===== src/rtl/spi_byte_engine.sv =====
// SPI mode-0 byte shifter: shifts TXD out on MOSI/SCK and captures MISO into RXD.
// Optional LSB-first bit order is enabled by defining SPI_LSB_FIRST_EN.
`timescale 1ns/1ps
module spi_byte_engine #(
    parameter int unsigned DIVW = 4
) (
    input  logic            CLK,
    input  logic            nRESET,
    input  logic            STB,
    input  logic [7:0]      TXD,
    input  logic [DIVW-1:0] DIV,
    input  logic            RDACK,
    input  logic            MISO,
`ifdef SPI_LSB_FIRST_EN
    input  logic            LSBF,
`endif
    output logic            SCK,
    output logic            MOSI,
    output logic [7:0]      RXD,
    output logic            BUSY,
    output logic            DONE
);

    // Completion is folded into the final HIGH->IDLE edge, so no separate done state is needed.
    typedef enum logic [1:0] {StIdle, StLow, StHigh} state_e;

    state_e          state_q, state_d;
    logic            sck_q, sck_d;
    logic            mosi_q, mosi_d;
    logic            done_q, done_d;
    logic [7:0]      rxd_q, rxd_d;
    logic [7:0]      sh_q, sh_d;
    logic [7:0]      rx_q, rx_d;
    logic [2:0]      bit_q, bit_d;
    logic [DIVW-1:0] div_q, div_d;
    logic [DIVW-1:0] cnt_q, cnt_d;
    logic            lsbf_in;

`ifdef SPI_LSB_FIRST_EN
    logic lsbf_q, lsbf_d;
    assign lsbf_in = LSBF;
`else
    localparam logic lsbf_q = 1'b0;
    assign lsbf_in = 1'b0;
`endif

    always_comb begin
        state_d = state_q;
        sck_d   = sck_q;
        mosi_d  = mosi_q;
        done_d  = done_q;
        rxd_d   = rxd_q;
        sh_d    = sh_q;
        rx_d    = rx_q;
        bit_d   = bit_q;
        div_d   = div_q;
        cnt_d   = cnt_q;
`ifdef SPI_LSB_FIRST_EN
        lsbf_d  = lsbf_q;
`endif
        unique case (state_q)
            StIdle: begin
                if (RDACK) done_d = 1'b0;
                if (STB) begin
                    state_d = StLow;
                    sh_d    = TXD;
                    rx_d    = 8'h00;
                    div_d   = DIV;
                    cnt_d   = DIV;
                    bit_d   = 3'd0;
                    done_d  = 1'b0;
                    sck_d   = 1'b0;
                    mosi_d  = lsbf_in ? TXD[0] : TXD[7];
`ifdef SPI_LSB_FIRST_EN
                    lsbf_d  = LSBF;
`endif
                end
            end
            StLow: begin
                if (cnt_q == '0) begin
                    sck_d   = 1'b1;
                    cnt_d   = div_q;
                    rx_d    = lsbf_q ? {MISO, rx_q[7:1]} : {rx_q[6:0], MISO};
                    state_d = StHigh;
                end else begin
                    cnt_d = cnt_q - DIVW'(1);
                end
            end
            StHigh: begin
                if (cnt_q == '0) begin
                    sck_d = 1'b0;
                    cnt_d = div_q;
                    if (bit_q == 3'd7) begin
                        // Completion wins over a coincident RDACK.
                        rxd_d   = rx_q;
                        done_d  = 1'b1;
                        mosi_d  = 1'b1;
                        bit_d   = 3'd0;
                        state_d = StIdle;
                    end else begin
                        sh_d    = lsbf_q ? {1'b0, sh_q[7:1]} : {sh_q[6:0], 1'b0};
                        mosi_d  = lsbf_q ? sh_q[1] : sh_q[6];
                        bit_d   = bit_q + 3'd1;
                        state_d = StLow;
                    end
                end else begin
                    cnt_d = cnt_q - DIVW'(1);
                end
            end
            default: state_d = StIdle;
        endcase
    end

    always_ff @(posedge CLK) begin
        if (!nRESET) begin
            state_q <= StIdle;
            sck_q   <= 1'b0;
            mosi_q  <= 1'b1;
            done_q  <= 1'b0;
            rxd_q   <= 8'h00;
            sh_q    <= 8'h00;
            rx_q    <= 8'h00;
            bit_q   <= 3'd0;
            div_q   <= '0;
            cnt_q   <= '0;
`ifdef SPI_LSB_FIRST_EN
            lsbf_q  <= 1'b0;
`endif
        end else begin
            state_q <= state_d;
            sck_q   <= sck_d;
            mosi_q  <= mosi_d;
            done_q  <= done_d;
            rxd_q   <= rxd_d;
            sh_q    <= sh_d;
            rx_q    <= rx_d;
            bit_q   <= bit_d;
            div_q   <= div_d;
            cnt_q   <= cnt_d;
`ifdef SPI_LSB_FIRST_EN
            lsbf_q  <= lsbf_d;
`endif
        end
    end

    assign SCK  = sck_q;
    assign MOSI = mosi_q;
    assign RXD  = rxd_q;
    assign BUSY = (state_q != StIdle);
    assign DONE = done_q;

endmodule


===== config.mk =====
export PLATFORM = sky130hd
export DESIGN_NAME = spi_byte_engine
export DESIGN_NICKNAME = d
export VERILOG_FILES = /design/src/rtl/spi_byte_engine.sv
export SDC_FILE = /design/constraint.sdc
export NUM_CORES = 1
export LEC_CHECK = 0
export CORE_MARGIN = 1
export CORE_UTILIZATION = 40
export DETAILED_ROUTE_END_ITERATION = 6
export PLACE_DENSITY = 0.63
export SYNTH_ARGS = -nofsm -noshare
export SYNTH_HDL_FRONTEND = slang
export SYNTH_SLANG_ARGS = --single-unit

===== constraint.sdc =====
create_clock -name CLK -period 1.9 [get_ports CLK]
set_input_delay 0.38 -clock CLK [delete_from_list [all_inputs] [get_ports CLK]]
set_output_delay 0.38 -clock CLK [all_outputs]
set_load 0.03 [all_outputs]

==> results.toml <==
[outcome]
status = "finished, final reports clean"

[sta]
hold_viol = 0
rsz0062_at_grt = "no"
worst_pin_slew_ps = 310
finClkSkew_ps = 8.07
fin_tns_setup_ps = 0
maxSlewViolCount = 0
whs_ps = 465
relSlewSlack_pct = 79.0
setup_viol = 0
finalCriticalPeriod_ps = 1820
fmaxAchievable_ghz = 0.548
fin_crit_sh_pct = 96.0

[power]
p_leak_nw = 0.993
p_int_mw = 2.20
irDropWorstVdd_mv = 0.605
clkPwrFrac_pct = 20.2
p_sw_mw = 1.36
pwr-share-comb_pct = 49.3
p_sw_share_pct = 38.2
p_seq_share_pct = 30.5
p_per_area_mw_per_mm2 = 1500

[floorplanning]
die_area_mm2 = 0.00470
fp.coreArea_mm2 = 0.00412
die_height_um = 68.5
die_w_um = 68.5
fp-row-count = 23
ios = 29
start_util_pct = 43.0

[run]
maxCapViolations = 0

[placement]
dp_hpwl_mm = 3.11
place.detailed.instances = 281
portBuffers = 28
placed_cell_area_mm2 = 0.00225
routabilityCongestion = 0.863

[synth]
netlist_area_mm2 = 0.00177
synthFlopType = "dfxtp_1"
yosys_warnings = 0
syn_area_per_cell_um2 = 9.22
syn_nets = 216
synth_area_leader_cell = "dfxtp_1"
ys_types = 39
synth_edf_count = 0
yosysMostFrequentCell = "dfxtp_1"
synthTopCellsByArea = "dfxtp_1 44%, mux2i_1 5.7%, ha_1 4.9%"
ys_seq_area_share_pct = 44.1
synth_seq_cells = 39
synth_commonest_cells = "39 x dfxtp_1, 21 x nor2_1, 12 x a21oi_1, 12 x nand2_1, 11 x inv_1"
syn_inst = 192
netlist.area_leader.share_pct = 44.1
async_reset_ff_share_pct = 0

[clock_tree]
htreeDepth = 2
path_clk_slew_ps = 90
post_cts_buffers = 0
root_buffer = "clkbuf_8"
cts_max_path_buffers = 2
cts_made_buffers = 5
cts_tree = "done"
insertion_delay_ps = 290
cts.sinks = 39

[detailed_routing]
totalWireLength_mm = 4.28
drt-vias-per-instance = 5.42
drt-initial-drc-count = 164
first_pass_iters = 4
routedWlPerCell_um = 14.8
ant_nets = 0
vias = 1565
remaining_drc_errors = 0

[worst_setup_path]
worstSetupEndpointType = "flop"
worstPathArrival_ps = 2010
worstSetupPathType = "flop to flop"
cp_max_fo = 6
crit_path_start_kind = "flop"
crit_required_ps = 2090

[layout]
antenna_cells = 0
final_nets = 262
finalInstanceArea_mm2 = 0.00237
areaGrowthSynthToFinish_pct = 34.1
finalNonFillerCells = 289
drive_above_1_share_pct = 16.3
fill_cells = 364

[grt]
grt_pass1_vias = 1524
grt_max_degree = 20
grt_pass1_wl_mm = 7.09
grt_overflow_total = 0
antenna_found_initial = 0
track_usage_pct = 20.3

[worst_hold_path]
min_path_type = "flop to flop"
-- worst paths after layout --
kind | startpoint | endpoint | slack, ps | cells after the start
min | div_q[1] | div_q[1] | 470 | 2
min reg2reg | div_q[1] | div_q[1] | 470 | 2
max | cnt_q[0] | MOSI | 80 | 5
max reg2reg | cnt_q[0] | MOSI | 80 | 5
-- layer usage --
layer | vias up | track usage [%] | wire, um
met5 | - | 0 | 0
li1 | 793 | - | -
met3 | 7 | 4.77 | 222
met1 | 716 | 27.7 | 2100
met2 | 49 | 31.6 | 1920
met4 | 0 | 5.73 | 46
-- registers in the layout, summed over array words and instances, names as in the netlist --
name     flops
DONE         1
MOSI         1
RXD          8
SCK          1
bit_q        3
cnt_q        4
div_q        4
rx_q         8
sh_q         7
state_q      2
-- power by group through the flow --
stage	clock network (mW)	logic [mW]	registers, mW
2_1_floorplan	0	1.07	1.11
3_3_place_gp	0	1.66	1.09
3_5_place_dp	0	1.68	1.10
4_1_cts	0.720	1.69	1.08
5_1_grt	0.761	1.92	1.10
6_report	0.717	1.75	1.08
-- timing repair --
item                                    in CTS  in global routing
resized for setup                            0                  4
endpoints found under the setup margin       0                 11
hold buffers                                 0                  0
-- placed cells by master (no fill, tap or decap), drive strengths merged, types with 3 or more instances in the layout --
master / netlist / routed
dfxtp: 39 / 39
o21ai: 9 / 9
clkdlybuf4s50: 0 / 27
nand2b: 5 / 5
o221a: 8 / 8
o22a: 5 / 5
inv: 12 / 13
nand3: 9 / 9
a22o: 8 / 8
clkbuf: 5 / 5
ha: 7 / 7
o211ai: 4 / 4
buf: 3 / 20
nor2: 21 / 21
a211oi: 3 / 3
a21oi: 12 / 12
mux2i: 10 / 10
nand2: 12 / 12
-- through the flow --
stage	setup slack (ps)	util (%)	power (mW)
after floorplan	44.1	-	2.18
after global placement	73.2	54.6	2.74
after detailed placement	64.2	54.6	2.78
after CTS	31.4	57.4	3.49
after global routing	17.2	57.7	3.79
final	75.8	57.7	3.55
-- critical path: stages (launching register included) --
cell and delay [ps]:
dfxtp_1 340, inv_1 100, ha_1 180, or3b_4 420, a211o_4 380, a211o_1 290
-- kinds of logic after synthesis --
| family | after synthesis | share of synthesized area (%) |
|---|---|---|
| muxes | 10 | 5.65 |
| adders and majority gates | 7 | 4.95 |
| DFF | 39 | 44.1 |
| AOI/OAI and AO/OA | 56 | 24.4 |
| and+or+nand+nor | 60 | 16.6 |
| buffers and inverters | 20 | 4.31 |
-- final cells by class --
| class | count | area [um^2] | share of cell area [%] |
|---|---|---|---|
| multi-input combinational | 133 | 926 | 39.0 |
| sequential | 39 | 781 | 32.9 |
| timing repair buffer | 47 | 445 | 18.8 |
| clock buffer | 5 | 68.8 | 2.90 |
| tap | 50 | 62.6 | 2.63 |
| clock inverter | 3 | 46.3 | 1.95 |
| inverter | 12 | 45.0 | 1.90 |
(Power assumes the default switching activity.)
